### config.mk
export PLATFORM = sky130hd
export DESIGN_NAME = opr_sequencer
export DESIGN_NICKNAME = d
export VERILOG_FILES = /design/src/rtl/opr_sequencer.sv
export SDC_FILE = /design/constraint.sdc
export NUM_CORES = 1
export LEC_CHECK = 0
export CORE_MARGIN = 8
export CORE_UTILIZATION = 50
export DETAILED_ROUTE_END_ITERATION = 7
export HOLD_SLACK_MARGIN = 0.03
export PLACE_DENSITY = 0.86
export SLEW_MARGIN = 20
export SYNTH_ARGS = -nofsm -noshare
export SYNTH_HDL_FRONTEND = slang
export SYNTH_SLANG_ARGS = --single-unit
### constraint.sdc
create_clock -name clk_i -period 3.45 [get_ports clk_i]
set_clock_uncertainty 0.15 [all_clocks]
set_input_delay 0.69 -clock clk_i [delete_from_list [all_inputs] [get_ports clk_i]]
set_output_delay 0.69 -clock clk_i [all_outputs]
set_load 0.03 [all_outputs]
### src/rtl/opr_sequencer.sv
// opr_sequencer: multi-cycle controller for PDP-8 operate (opcode 7) instructions.
// Latency: done pulses 3 cycles after start; back-to-back throughput is 4 cycles.
// Backpressure: start is only accepted in IDLE; a start while busy (incl. HALTED) is dropped.
//
// Drives IR[8:0], AC and L to an external combinational micro-instruction decoder
// and captures its results. Applies the group-2 extras (post-skip CLA, OSR, HLT),
// advances the PC on a taken skip and owns the halt state.
//
// Optional feature: define MICRO_SKIP_COUNT_EN to build a saturating counter of
// taken group-2 skips on skip_count_o; otherwise skip_count_o is tied to zero.
//
// Ports:
//   clk_i, rst_i        clock, synchronous active-high reset
//   start_i             1-cycle request, sampled only in IDLE
//   ir_i, ac_in_i,      instruction word, accumulator, link,
//   l_in_i, pc_in_i     PC (already pointing to the next instruction)
//   sr_i                front-panel switch register (OSR source)
//   resume_i            leave HALTED
//   dec_ireg_o,         registered IR[8:0], AC and L driven to the decoder
//   dec_ac_o, dec_l_o
//   dec_ac_res_i,       decoder results: AC, L, skip, group flags
//   dec_l_res_i, dec_skip_i, dec_g1_i, dec_g2_i, dec_g3_i
//   busy_o              state != IDLE
//   done_o              1-cycle pulse, results valid while high
//   ac_out_o, l_out_o,  committed AC, L, PC (held until the next EVAL)
//   pc_out_o
//   halt_o              high while HALTED
//   illegal_o           non-OPR opcode, group 3 or no group recognised
//   skip_count_o        taken-skip counter (optional feature)

module opr_sequencer #(
  parameter int PC_WIDTH  = 12,
  parameter int CNT_WIDTH = 16
) (
  input  logic                 clk_i,
  input  logic                 rst_i,
  input  logic                 start_i,
  input  logic [11:0]          ir_i,
  input  logic [11:0]          ac_in_i,
  input  logic                 l_in_i,
  input  logic [PC_WIDTH-1:0]  pc_in_i,
  input  logic [11:0]          sr_i,
  input  logic                 resume_i,
  output logic [8:0]           dec_ireg_o,
  output logic [11:0]          dec_ac_o,
  output logic                 dec_l_o,
  input  logic [11:0]          dec_ac_res_i,
  input  logic                 dec_l_res_i,
  input  logic                 dec_skip_i,
  input  logic                 dec_g1_i,
  input  logic                 dec_g2_i,
  input  logic                 dec_g3_i,
  output logic                 busy_o,
  output logic                 done_o,
  output logic [11:0]          ac_out_o,
  output logic                 l_out_o,
  output logic [PC_WIDTH-1:0]  pc_out_o,
  output logic                 halt_o,
  output logic                 illegal_o,
  output logic [CNT_WIDTH-1:0] skip_count_o
);

  typedef enum logic [2:0] {
    S_IDLE   = 3'd0,
    S_ISSUE  = 3'd1,
    S_EVAL   = 3'd2,
    S_COMMIT = 3'd3,
    S_HALTED = 3'd4
  } state_e;

  state_e state_q, state_d;

  // Only the IR fields the sequencer itself interprets are kept; the rest of
  // IR[8:0] lives in dec_ireg_q for the decoder.
  logic [2:0]          opc_q, opc_d;
  logic                cla_q, cla_d;   // IR[7]: CLA, applied after the skip test
  logic                osr_q, osr_d;   // IR[2]: OR switch register into AC
  logic                hlt_q, hlt_d;   // IR[1]: halt after commit

  logic [11:0]         ac_lat_q, ac_lat_d;
  logic                l_lat_q, l_lat_d;
  logic [PC_WIDTH-1:0] pc_lat_q, pc_lat_d;
  logic [11:0]         sr_lat_q, sr_lat_d;

  logic [8:0]          dec_ireg_q, dec_ireg_d;
  logic [11:0]         dec_ac_q, dec_ac_d;
  logic                dec_l_q, dec_l_d;

  logic [11:0]         res_ac_q, res_ac_d;
  logic                res_l_q, res_l_d;
  logic                res_skip_q, res_skip_d;
  logic                g1_q, g1_d;
  logic                g2_q, g2_d;
  logic                g3_q, g3_d;

  logic [11:0]         ac_out_q, ac_out_d;
  logic                l_out_q, l_out_d;
  logic [PC_WIDTH-1:0] pc_out_q, pc_out_d;
  logic                illegal_q, illegal_d;
  logic                halt_q, halt_d;

  logic                eval_illegal;
  logic [11:0]         g2_a0;
  logic                halt_go;

  // A word that is not opcode 7, is group 3, or that the decoder failed to
  // classify at all is reported illegal and passes its inputs through.
  assign eval_illegal = (opc_q != 3'o7) || g3_q || !(g1_q || g2_q);

  // Group-2 CLA happens after the skip test, so the skip came from the pre-CLA AC.
  assign g2_a0   = cla_q ? 12'o0000 : ac_lat_q;
  assign halt_go = g2_q && hlt_q && !illegal_q;

  // ---------------------------------------------------------------------------
  // FSM
  // ---------------------------------------------------------------------------
  always_ff @(posedge clk_i) begin
    if (rst_i) begin
      state_q <= S_IDLE;
    end else begin
      state_q <= state_d;
    end
  end

  always_comb begin
    state_d = state_q;
    case (state_q)
      S_IDLE:   if (start_i) state_d = S_ISSUE;
      S_ISSUE:  state_d = S_EVAL;
      S_EVAL:   state_d = S_COMMIT;
      S_COMMIT: state_d = halt_go ? S_HALTED : S_IDLE;
      S_HALTED: if (resume_i) state_d = S_IDLE;
      default:  state_d = S_IDLE;
    endcase
  end

  // ---------------------------------------------------------------------------
  // Datapath next-state
  // ---------------------------------------------------------------------------
  always_comb begin
    opc_d      = opc_q;
    cla_d      = cla_q;
    osr_d      = osr_q;
    hlt_d      = hlt_q;
    ac_lat_d   = ac_lat_q;
    l_lat_d    = l_lat_q;
    pc_lat_d   = pc_lat_q;
    sr_lat_d   = sr_lat_q;
    dec_ireg_d = dec_ireg_q;
    dec_ac_d   = dec_ac_q;
    dec_l_d    = dec_l_q;
    res_ac_d   = res_ac_q;
    res_l_d    = res_l_q;
    res_skip_d = res_skip_q;
    g1_d       = g1_q;
    g2_d       = g2_q;
    g3_d       = g3_q;
    ac_out_d   = ac_out_q;
    l_out_d    = l_out_q;
    pc_out_d   = pc_out_q;
    illegal_d  = illegal_q;
    halt_d     = halt_q;

    case (state_q)
      S_IDLE: begin
        if (start_i) begin
          opc_d      = ir_i[11:9];
          cla_d      = ir_i[7];
          osr_d      = ir_i[2];
          hlt_d      = ir_i[1];
          ac_lat_d   = ac_in_i;
          l_lat_d    = l_in_i;
          pc_lat_d   = pc_in_i;
          sr_lat_d   = sr_i;
          dec_ireg_d = ir_i[8:0];
          dec_ac_d   = ac_in_i;
          dec_l_d    = l_in_i;
        end
      end

      S_ISSUE: begin
        // Decoder inputs have been stable for a full cycle here.
        res_ac_d   = dec_ac_res_i;
        res_l_d    = dec_l_res_i;
        res_skip_d = dec_skip_i;
        g1_d       = dec_g1_i;
        g2_d       = dec_g2_i;
        g3_d       = dec_g3_i;
      end

      S_EVAL: begin
        illegal_d = eval_illegal;
        if (eval_illegal) begin
          ac_out_d = ac_lat_q;
          l_out_d  = l_lat_q;
          pc_out_d = pc_lat_q;
        end else if (g1_q) begin
          ac_out_d = res_ac_q;
          l_out_d  = res_l_q;
          pc_out_d = pc_lat_q;
        end else begin
          ac_out_d = osr_q ? (g2_a0 | sr_lat_q) : g2_a0;
          l_out_d  = l_lat_q;
          // Wraps modulo 2**PC_WIDTH.
          pc_out_d = pc_lat_q + PC_WIDTH'(res_skip_q);
        end
      end

      S_COMMIT: begin
        if (halt_go) halt_d = 1'b1;
      end

      S_HALTED: begin
        if (resume_i) halt_d = 1'b0;
      end

      default: ;
    endcase
  end

  always_ff @(posedge clk_i) begin
    if (rst_i) begin
      opc_q      <= 3'o0;
      cla_q      <= 1'b0;
      osr_q      <= 1'b0;
      hlt_q      <= 1'b0;
      ac_lat_q   <= 12'o0000;
      l_lat_q    <= 1'b0;
      pc_lat_q   <= '0;
      sr_lat_q   <= 12'o0000;
      dec_ireg_q <= 9'o000;
      dec_ac_q   <= 12'o0000;
      dec_l_q    <= 1'b0;
      res_ac_q   <= 12'o0000;
      res_l_q    <= 1'b0;
      res_skip_q <= 1'b0;
      g1_q       <= 1'b0;
      g2_q       <= 1'b0;
      g3_q       <= 1'b0;
      ac_out_q   <= 12'o0000;
      l_out_q    <= 1'b0;
      pc_out_q   <= '0;
      illegal_q  <= 1'b0;
      halt_q     <= 1'b0;
    end else begin
      opc_q      <= opc_d;
      cla_q      <= cla_d;
      osr_q      <= osr_d;
      hlt_q      <= hlt_d;
      ac_lat_q   <= ac_lat_d;
      l_lat_q    <= l_lat_d;
      pc_lat_q   <= pc_lat_d;
      sr_lat_q   <= sr_lat_d;
      dec_ireg_q <= dec_ireg_d;
      dec_ac_q   <= dec_ac_d;
      dec_l_q    <= dec_l_d;
      res_ac_q   <= res_ac_d;
      res_l_q    <= res_l_d;
      res_skip_q <= res_skip_d;
      g1_q       <= g1_d;
      g2_q       <= g2_d;
      g3_q       <= g3_d;
      ac_out_q   <= ac_out_d;
      l_out_q    <= l_out_d;
      pc_out_q   <= pc_out_d;
      illegal_q  <= illegal_d;
      halt_q     <= halt_d;
    end
  end

  // ---------------------------------------------------------------------------
  // Optional taken-skip counter
  // ---------------------------------------------------------------------------
`ifdef MICRO_SKIP_COUNT_EN
  logic [CNT_WIDTH-1:0] skip_cnt_q, skip_cnt_d;

  always_comb begin
    skip_cnt_d = skip_cnt_q;
    // Saturates at all-ones rather than wrapping.
    if ((state_q == S_EVAL) && g2_q && res_skip_q && !eval_illegal &&
        (skip_cnt_q != {CNT_WIDTH{1'b1}})) begin
      skip_cnt_d = skip_cnt_q + CNT_WIDTH'(1);
    end
  end

  always_ff @(posedge clk_i) begin
    if (rst_i) begin
      skip_cnt_q <= '0;
    end else begin
      skip_cnt_q <= skip_cnt_d;
    end
  end

  assign skip_count_o = skip_cnt_q;
`else
  assign skip_count_o = {CNT_WIDTH{1'b0}};
`endif

  // ---------------------------------------------------------------------------
  // Outputs
  // ---------------------------------------------------------------------------
  assign dec_ireg_o = dec_ireg_q;
  assign dec_ac_o   = dec_ac_q;
  assign dec_l_o    = dec_l_q;
  assign busy_o     = (state_q != S_IDLE);
  assign done_o     = (state_q == S_COMMIT);
  assign ac_out_o   = ac_out_q;
  assign l_out_o    = l_out_q;
  assign pc_out_o   = pc_out_q;
  assign halt_o     = halt_q;
  assign illegal_o  = illegal_q;

endmodule

After elaboration in Yosys (flattened, before gate mapping)
Cells that the tools add are included.
{ "word_totals": {"regBits": 99, "inputBits": 70, "output_inout_bits": 67, "wordCells": 59} }
{ "op_classes": {"n_addsub": 1, "eq_ne": 8, "muxes": 15, "bitwise": 1, "n_reduce_logical": 13} }
{ "ops": {"columns": ["operator", "n"], "rows": [
  ["12-bit 2-to-1 mux", 6],
  ["3-bit one-hot mux with 5 select lines", 1],
  ["12-bit by 1-bit adder with 12-bit output", 1],
  ["12-bit OR", 1],
  ["3-bit 2-to-1 mux", 3],
  ["3-bit by 2-bit == test with 1-bit output (second input constant)", 2],
  ["1-bit 2-to-1 mux", 4],
  ["2-bit inequality test (second input constant)", 2],
  ["2-bit AND reduction", 2],
  ["3-bit by 1-bit == test with 1-bit output (second input constant)", 1],
  ["3-bit == test (second input constant)", 1],
  ["3-bit zero test", 1],
  ["1-bit logical OR", 3],
  ["3-bit inequality test (second input constant)", 1],
  ["3-bit AND reduction", 1],
  ["3-bit nonzero test", 1],
  ["1-bit logical AND", 2],
  ["1-bit zero test", 2],
  ["2-bit by 1-bit inequality test with 1-bit output (second input constant)", 1],
  ["1-bit one-hot mux with 2 select lines", 1],
  ["2-bit nonzero test", 1]
]} }

Longest topological paths before layout
Gate-level depths: netlist (run 1).
{ "logic_depth": {"ltp_word": 5, "mapped_depth": 8, "depth_no_buf": 6} }

Least setup slack after synthesis (run 1)
Ideal clock, no wire load.
{ "synth_path": {"kind": "input-to-reg", "start": "input rst_i", "end": "register dec_ac_q[11] (netlist: dec_ac_o[11])", "setup_time_ns": 0.132, "arrival_time_ns": 1.487, "slack_ns": 1.680, "stages": 4, "n_path_buf": 3, "cell_sequence": "clkbuf_1 -> clkbuf_1 -> clkbuf_1 -> a21oi_1"} }
{ "synth_rtl": {"columns": ["item", "line_no", "source"], "rows": [
  ["start: declaration", "36", "input logic rst_i,"],
  ["end signal: assignment", "232", "dec_ac_q <= 12'o0000;"],
  ["end signal: assignment", "255", "dec_ac_q <= dec_ac_d;"],
  ["end: declaration", "86", "logic [11:0] dec_ac_q, dec_ac_d;"]
]} }
No word-level cell between the ends.

Final worst setup path (run 1)
{ "layout_path": {"start": "register state_q[0]", "end": "output done_o"} }
{ "layout_via": {"elab_chain_len": 1} }
{ "layout_lines": {"columns": ["item", "line_no", "source"], "rows": [
  ["start: declaration", "71", "state_e state_q, state_d;"],
  ["start signal: assignment", "121", "state_q <= state_d;"],
  ["3-bit by 2-bit == test with 1-bit output", "306", "assign done_o = (state_q == S_COMMIT);"],
  ["end: declaration", "54", "output logic done_o,"]
]} }
Every way passes these cells.

==> results of run 1 <==
[routing by layer]
metal | GRT usage (%) | share of wire, % | wire length, um | vias to the layer above
li1 | - | - | - | 1927
met1 | 26.75 | 43 | 5180 | 1854
met2 | 30.73 | 46 | 5496 | 199
met3 | 4.997 | 9.3 | 1110 | 16
met4 | 6.745 | 1.2 | 142 | 0
met5 | 0 | 0 | 0 | -
[Yosys cell counts, types with 2 or more instances]
cell      instances  area [sq um]
nor3_1            5         25.02
nand2_1         152         570.6
mux2i_1           3         30.03
ha_1              2         25.02
xnor2_1           7         61.31
dfxtp_1          96          1922
nor3b_2           2         25.02
a311oi_2          6         90.09
buf_4            20         150.1
o21ai_0           3         15.01
a21oi_1          69         345.3
a211oi_2          3         37.54
buf_6             3         33.78
a311oi_1          9         78.83
nand2b_1          2         12.51
nor2_1           31         116.4
buf_1             2         7.510
nor4_1            2         12.51
and3b_1           2         17.52
clkbuf_1         18         67.56
buf_2            17         85.08
a211oi_1          5         37.54
nand4b_1          3         26.28
nor4_2            6         75.07
a221oi_1         11         96.34
a211o_1          11         96.34
inv_1            18         67.56
nand3_1           4         20.02
nand4_1           2         12.51
[flip-flops by register name (all words and copies together), names as in the netlist]
signal and count:
ac_out_o 12, dec_ac_o 12, pc_lat_q 12, pc_out_o 12, res_ac_q 12, sr_lat_q 12, dec_ireg_o 9, opc_q 3
state_q 3, dec_l_o 1, g1_q 1, g2_q 1, g3_q 1, halt_o 1, illegal_o 1, l_out_o 1
res_l_q 1, res_skip_q 1
[logic make-up after synthesis]
logic type / count (synthesis) / share of synthesized area (%)
compound gates: 120 / 19.22
xor+xnor: 7 / 1.433
fa+ha+maj: 2 / 0.5849
buf+inv: 78 / 9.622
flops: 96 / 44.93
mux: 3 / 0.7020
other cells: 1 / 0.08766
simple gates: 220 / 23.43
[worst max path at each step]
stage	to	slack (ns)	cells past startpoint
global placement	dec_ac_o[11]	0.89	5
finish	done_o	0.82	2
floorplan	dec_ac_o[11]	1.68	4
detailed placement	sr_lat_q[2]	0.85	5
global route	done_o	0.72	2
CTS	done_o	0.81	2
[worst max-delay path, delay by kind of cell (launching register included)]
family / cells / cell delay, ns
buffers and inverters: 1 / 0.69
and+or+nand+nor: 1 / 0.24
DFF: 1 / 0.52
[layout make-up]
class,count,share of cell area (%)
timing repair buffer,125,22.08
sequential,96,34.33
inverter,18,1.207
clock buffer,10,2.280
tap,105,2.347
multi-input combinational,368,35.85
clock inverter,5,1.900
[power groups by stage]
| stage | logic (uW) | clock network [uW] | registers (uW) |
|---|---|---|---|
| finish | 617 | 861 | 1270 |
| global route | 665 | 923 | 1290 |
| CTS | 617 | 868 | 1270 |
| detailed placement | 614 | 0 | 1300 |
| global placement | 605 | 0 | 1290 |
| floorplan | 310 | 0 | 1370 |
[per-stage QoR]
step                      cell area (sq um)  power (uW)  setup slack (ns)
final                                  5598        2752            0.8207
after global routing                   5598        2875            0.7225
after CTS                              5598        2758            0.8058
after detailed placement               5364        1913            0.8468
after global placement                 5364        1898            0.8944
after floorplan                        4334        1678             1.680
==> results_dict.tcl, run 1 <==
set metrics [dict create \
    cp_max_fo 8 \
    hold-worst-slack_ns 0.3125 \
    yosysWarnings 0 \
    drtAntennaViolNets 0 \
    pwr_density_cell_nw_per_um2 491.7 \
    mostFrequentLayoutCell "nand2_1" \
    drive_above_1_share_pct 6.752 \
    mappedNetlistArea_sq_um 4278 \
    hold_buffers 0 \
    dp_cells 712 \
    htreeDepth 3 \
    pwr-share-clk_pct 31.3 \
    start_util_pct 51.80 \
    timing.rr.start "state_q[2]" \
    ys.flop_type "dfxtp_1" \
    r2r_cells 5 \
    cp_slowest_stage_delay_ns 0.69 \
    post-cts-setup-buffers 0 \
    grt_overflow 0 \
    cts-root-buf "clkbuf_8" \
    ys_types 42 \
    internal_power_uw 1936 \
    grt.total_usage_pct 20.00 \
    synth_edf_count 0 \
    vias 3996 \
    antenna_found_initial 0 \
    holdPathEnd "res_ac_q[0]" \
    cts_made_buffers 9 \
    finalCritPeriodShare_pct 76.21 \
    totalWireLength_um 11930 \
    ir_drop_v 0.0002670 \
    final_util_pct 67.79 \
    cts_max_path_buffers 2 \
    fp.coreArea_sq_um 8258 \
    final_nets 690 \
    routabilityCongestion 0.8568 \
    finalHoldViolCount 0 \
    worst_ep_arrival_time_ns 1.79 \
    via_per_inst 5.497 \
    grt_max_degree 97 \
    path_cells "and3b_1 > clkdlybuf4s50_1" \
    syn_avg_cell_area_sq_um 8.117 \
    mostFrequentLayoutCells "nand2_1 (152), clkdlybuf4s50_1 (119), dfxtp_1 (96)" \
    first_pass_iters 5 \
    die-height_um 108.5 \
    hold_start "res_ac_q[0]" \
    clkLatencyLatePin_ns 0.35 \
    clkSinkCount 96 \
    setup_violations 0 \
    rsz0062_at_grt "false" \
    ctsResizeCount 0 \
    pwr-share-seq_pct 46.3 \
    rrSetupSlack_ns 1.32 \
    multiInputGateArea_sq_um 2007 \
    clock.fmax_mhz 380.3 \
    port_buffers 120 \
    num_antenna_cells 0 \
    combPwrFrac_pct 22.4 \
    syn_to_final_growth_pct 30.86 \
    finalNonFillerCells 727 \
    critical_path.startpoint "state_q[0]" \
    finalSetupTns_ns 0 \
    seq_area_sq_um 1922 \
    routedWlPerCell_um 16.41 \
    grt_pass1_wl_um 19290 \
    drtIter0Drc 311 \
    tightestPinTransition_ns 1.042 \
    relSlewSlack_pct 30.53 \
    cp.required_ns 2.61 \
    switching_share_pct 29.67 \
    status "completed" \
    ys_ff_latch 96 \
    min_path_type "register to register" \
    io_pins 137 \
    min_period_ns 2.629 \
    ys_seq_area_share_pct 44.93 \
    rr_endpoint "sr_lat_q[9]" \
    rows 33 \
    dpl.hpwl_um 8533 \
    drc 0 \
    max_cap_viol_count 0 \
    die-area_sq_um 11770 \
    power_switching_uw 816.6 \
    hold_path_depth 2 \
    path_class "register to primary output" \
    grt_pass1_vias 3902 \
    clk_pin_slew_ns 0.09 \
    cp-start-kind "register" \
    fillers 670 \
    drv_slew 0 \
    synthCells 527 \
    die_w_um 108.5 \
    leakage_uw 0.001923 \
    synthArstFlopShare_pct 0 \
    critPathCaptureType "primary output" \
    tritoncts "done" \
    slowest_stage "clkdlybuf4s50_1" \
]
(Power assumes the default switching activity.)
==> inputs of run 2 (changes only) <==
--- a/config.mk
+++ b/config.mk
@@ -6,10 +6,10 @@
 export NUM_CORES = 1
 export LEC_CHECK = 0
 export CORE_MARGIN = 8
-export CORE_UTILIZATION = 50
+export CORE_UTILIZATION = 46
 export DETAILED_ROUTE_END_ITERATION = 7
 export HOLD_SLACK_MARGIN = 0.03
-export PLACE_DENSITY = 0.86
+export PLACE_DENSITY = 0.8
 export SLEW_MARGIN = 20
 export SYNTH_ARGS = -nofsm -noshare
 export SYNTH_HDL_FRONTEND = slang
==> constraint.sdc (replaced) <==
create_clock -name clk_i -period 2.54 [get_ports clk_i]
set_clock_uncertainty 0.15 [all_clocks]
set_input_delay 0.508 -clock clk_i [delete_from_list [all_inputs] [get_ports clk_i]]
set_output_delay 0.508 -clock clk_i [all_outputs]
set_load 0.03 [all_outputs]
==> run 2 against run 1 <==
Against the previous run:
- die area increased by 7.4%
- final cell count is 1.8% higher
- worst setup slack worse by 0.76 ns
- worst hold slack got worse by 0.0015 ns
- clock power increased by 30%
- count of clock-buffer cells in the layout unchanged
- power is 35% higher
- cell area grew 1.3%
- non-clock buffer count up 6
- critical path type unchanged
==> results_dict.tcl, run 2 (synthesis gave the netlist of run 1 again) <==
set metrics [dict create \
    final_nets 696 \
    post-cts-setup-buffers 0 \
    drive_above_1_share_pct 7.949 \
    path_cells "and3b_1 > clkdlybuf4s50_1" \
    status "completed" \
    dp_cells 724 \
    clock.fmax_mhz 402.7 \
    drc 0 \
    pwr_density_cell_nw_per_um2 654.3 \
    cp-start-kind "register" \
    die-area_sq_um 12640 \
    dpl.hpwl_um 8766 \
    syn_to_final_growth_pct 32.55 \
    grt_pass1_wl_um 19440 \
    min_period_ns 2.483 \
    routabilityCongestion 0.8166 \
    finalNonFillerCells 740 \
    tightestPinTransition_ns 0.9389 \
    rr_endpoint "ac_out_o[7]" \
    ctsResizeCount 0 \
    die_w_um 112.4 \
    mostFrequentLayoutCell "nand2_1" \
    drv_slew 0 \
    grt.total_usage_pct 18.86 \
    internal_power_uw 2582 \
    timing.rr.start "state_q[1]" \
    cts-root-buf "clkbuf_8" \
    pwr-share-seq_pct 46.6 \
    rsz0062_at_grt "false" \
    finalHoldViolCount 0 \
    num_antenna_cells 0 \
    relSlewSlack_pct 37.40 \
    port_buffers 120 \
    via_per_inst 5.232 \
    clk_pin_slew_ns 0.09 \
    combPwrFrac_pct 23.1 \
    start_util_pct 46.74 \
    routedWlPerCell_um 16.07 \
    clkSinkCount 96 \
    drtAntennaViolNets 0 \
    grt_pass1_vias 3801 \
    finalCritPeriodShare_pct 97.76 \
    worst_ep_arrival_time_ns 1.83 \
    fillers 788 \
    rrSetupSlack_ns 0.56 \
    antenna_found_initial 0 \
    fp.coreArea_sq_um 9153 \
    htreeDepth 3 \
    hold_start "sr_lat_q[11]" \
    cts_max_path_buffers 2 \
    io_pins 137 \
    power_switching_uw 1128 \
    rows 35 \
    setup_violations 0 \
    switching_share_pct 30.42 \
    cts_made_buffers 9 \
    pwr-share-clk_pct 30.3 \
    r2r_cells 4 \
    clkLatencyLatePin_ns 0.36 \
    grt_overflow 0 \
    leakage_uw 0.001965 \
    critPathCaptureType "primary output" \
    tritoncts "done" \
    slowest_stage "clkdlybuf4s50_1" \
    cp_slowest_stage_delay_ns 0.69 \
    cp_max_fo 8 \
    max_cap_viol_count 0 \
    die-height_um 112.4 \
    cp.required_ns 1.88 \
    totalWireLength_um 11890 \
    hold_buffers 0 \
    grt_max_degree 67 \
    path_class "register to primary output" \
    first_pass_iters 6 \
    ir_drop_v 0.0003665 \
    hold_path_depth 2 \
    drtIter0Drc 186 \
    holdPathEnd "sr_lat_q[11]" \
    min_path_type "register to register" \
    finalSetupTns_ns 0 \
    vias 3872 \
    mostFrequentLayoutCells "nand2_1 (152), clkdlybuf4s50_1 (119), dfxtp_1 (96)" \
]
==> run 2: cell types whose count changed in the layout (fill, tap and decap cells not counted), sizes merged <==
cell      delta
inv          +1
bufinv       -1
buf          +6
clkinv       +2
clkinvlp     -1
==> run 2: how the worst max path moves through the flow <==
stage                start      endpoint  slack [ns]  cells after the start
4_1_cts         state_q[0]        done_o        0.06                      2
3_3_place_gp    state_q[0]        done_o        0.51                      2
2_1_floorplan  pc_lat_q[0]  pc_out_o[10]        0.88                      6
6_report        state_q[0]        done_o        0.06                      2
3_5_place_dp    state_q[0]        done_o        0.47                      2
5_1_grt         state_q[0]        done_o       0.005                      2
==> run 2: power by group through the flow <==
| stage | Clock, uW | Combinational [uW] | Sequential (uW) |
|---|---|---|---|
| floorplan | 0 | 421 | 1860 |
| global placement | 0 | 845 | 1750 |
| detailed placement | 0 | 859 | 1760 |
| CTS | 1150 | 863 | 1730 |
| global route | 1220 | 932 | 1750 |
| finish | 1120 | 858 | 1730 |
==> run 2: worst max-delay path, delay by kind of cell (launching register included) <==
kind                   cells  cell delay (ns)
buffers and inverters      1             0.69
DFF                        1             0.52
and+or+nand+nor            1             0.26
==> run 2: cell type report <==
class                      count  area (sq um)  share of cell area, %
clock buffer                  10         137.6                  2.427
clock inverter                 6         91.34                  1.611
multi-input combinational    368          2007                  35.39
inverter                      18         67.56                  1.192
sequential                    96          1922                  33.89
tap                          111         138.9                  2.449
timing repair buffer         131          1306                  23.04
==> run 2: metal layers <==
metal | vias to the layer above | global-route usage [%] | share of wire (%)
li1 | 1942 | - | -
met1 | 1782 | 23.80 | 44
met2 | 136 | 29.39 | 46
met3 | 12 | 6.495 | 9.0
met4 | 0 | 6.295 | 1.2
met5 | - | 0 | 0
==> run 2: stage by stage <==
stage	utilization [%]	instance area (sq um)	worst slack, ns	power, uW	hold WS, ns
2_1_floorplan	-	4334	0.8752	2280	0.2821
3_3_place_gp	59.45	5441	0.5077	2599	0.2925
3_5_place_dp	59.45	5441	0.4716	2621	0.2982
4_1_cts	61.95	5670	0.05550	3741	0.3110
5_1_grt	61.95	5670	0.004967	3894	0.3269
6_report	61.95	5670	0.05678	3710	0.3110
==> patch: new RTL, flow settings as in run 2 <==
The option `MICRO_SKIP_COUNT_EN` is turned on by a define.
--- a/src/rtl/opr_sequencer.sv
+++ b/src/rtl/opr_sequencer.sv
@@ -28,4 +28,6 @@
 //   illegal_o           non-OPR opcode, group 3 or no group recognised
 //   skip_count_o        taken-skip counter (optional feature)
+
+`define MICRO_SKIP_COUNT_EN
 
 module opr_sequencer #(
Check against the original RTL: not equivalent (Yosys sat finds a counterexample within 4 cycles, from zero or initial values and one cycle with rst_i high).
==> patch against run 2 <==
Final area rose by 14%; total power rose by 2.8%; worst setup slack improved by 0.043 ns; sequential cell count rose by 16; sequential share of layout area rose by 0.91 points; non-clock buffer count rose by 16; wire length rose by 19%; area after synthesis rose by 13%; die area rose by 11%; count of clock-buffer cells in the layout fell by 1; critical path depth did not move; clock power fell by 6%; final cell count rose by 16%; critical endpoint unchanged; highest routed layer unchanged.
==> patch: results (changes against run 2) <==
[placement]
io_buffer_count=136  ; +13%
pre_cts_ws_ns=0.2719  ; -0.1996 ns
dp.final_hpwl_um=10110  ; +15%
dp.cells=842  ; +16%
placed_cell_area_mm2=0.006245  ; +15%
gp_congestion=0.8407  ; +3.0%

[synthesis]
synthTopCellsByCount=158 x nand2_1, 112 x dfxtp_1, 85 x a21oi_1, 41 x clkbuf_1, 24 x o21ai_0
synth.distinct_cells=48  ; +14%
ys_top_cells_by_area=dfxtp_1 46%, nand2_1 12%, a21oi_1 8.8%
synth_cells=611  ; +16%
muxShareOfSynthArea_pct=1.086  ; +0.38 points
synth_compound_area_share_pct=19.28  ; +0.065 points
synthXorXnorAreaFrac_pct=0.9046  ; -0.53 points
synthFlopType=dfxtp_1
seq_area_frac_synth_pct=46.32  ; +1.4 points
synth_fa_ha_area_share_pct=0.7754  ; +0.19 points

[worst_hold_path]
min_from=res_ac_q[9]
hold-path-endpoint=res_ac_q[9]
min_path_type=register to register

[pwr]
p_clk_share_pct=27.5  ; -2.8 points
netSwitchingPower_mw=1.203  ; +6.6%
p_comb_mw=0.793  ; -7.6%
vdd_drop_max_mv=0.3924  ; +7.1%
p_int_mw=2.612  ; +1.2%
p_per_area_mw_per_mm2=591.8  ; -9.5%
p_leak_nw=2.183  ; +11%

[timing]
fin_crit_sh_pct=96.07  ; -1.7 points
whs_ns=0.3033  ; -0.007698 ns
tightest_slew_ns=1.042  ; +0.1027 ns

[clocking]
cts.clk_slew.worst_paths_ns=0.11  ; +0.02 ns
post_cts_buffers=0  ; unchanged
cts_resized=0  ; unchanged

[run_status]
status=complete, no violations

[routing]
routed_wl_um=14160  ; +19%
drt-initial-drc-count=328  ; +76%
viasPerCell=5.479  ; +4.7%
drtPass1Iterations=4  ; -2
post_drt_wl_per_cell_um=16.50  ; +2.7%

[setup_path]
critPathArrivalTime_ns=1.78  ; -0.05 ns
reg2reg_slack_ns=0.26  ; -0.30 ns
crit_end=done_o
r2r-start=state_q[1]
path_delay_family=buffers and inverters
rr_endpoint=skip_count_o[11]

[grt]
grt.total_usage_pct=20.00  ; +1.1 points
grt_max_degree=52  ; -22%
grt_pass1_wl_um=23580  ; +21%

[final_layout]
nets=790  ; +14%
layout-drive-gt1-share_pct=5.263  ; -2.7 points
largest_register_ffs=16
nFillCells=929  ; +18%

-- patch: cell count changes in the layout (fill, tap and decap cells not counted), moves of 16 or more --
cell,change
clkdlybuf4s50_1,+16
o21ai_0,+21
conb_1,-16
nand3_1,+17
a21oi_1,+16
-- patch: final cells by class --
cell class | count | area share, %
clock inverters | 7 | 1.106
clock buffers | 9 | 1.922
well taps | 136 | 2.640
repair buffers | 147 | 22.36
flip-flops and latches | 112 | 34.80
inverters | 7 | 0.4076
multi-input cells | 440 | 36.76
-- patch: routing by layer --
| metal | up-vias | wire length, µm | track usage [%] |
|---|---|---|---|
| met2 | 145 | 6923 | 34.19 |
| met5 | - | 0 | 0 |
| li1 | 2341 | - | - |
| met4 | 0 | 228 | 5.929 |
| met1 | 2192 | 5837 | 23.07 |
| met3 | 23 | 1166 | 6.997 |
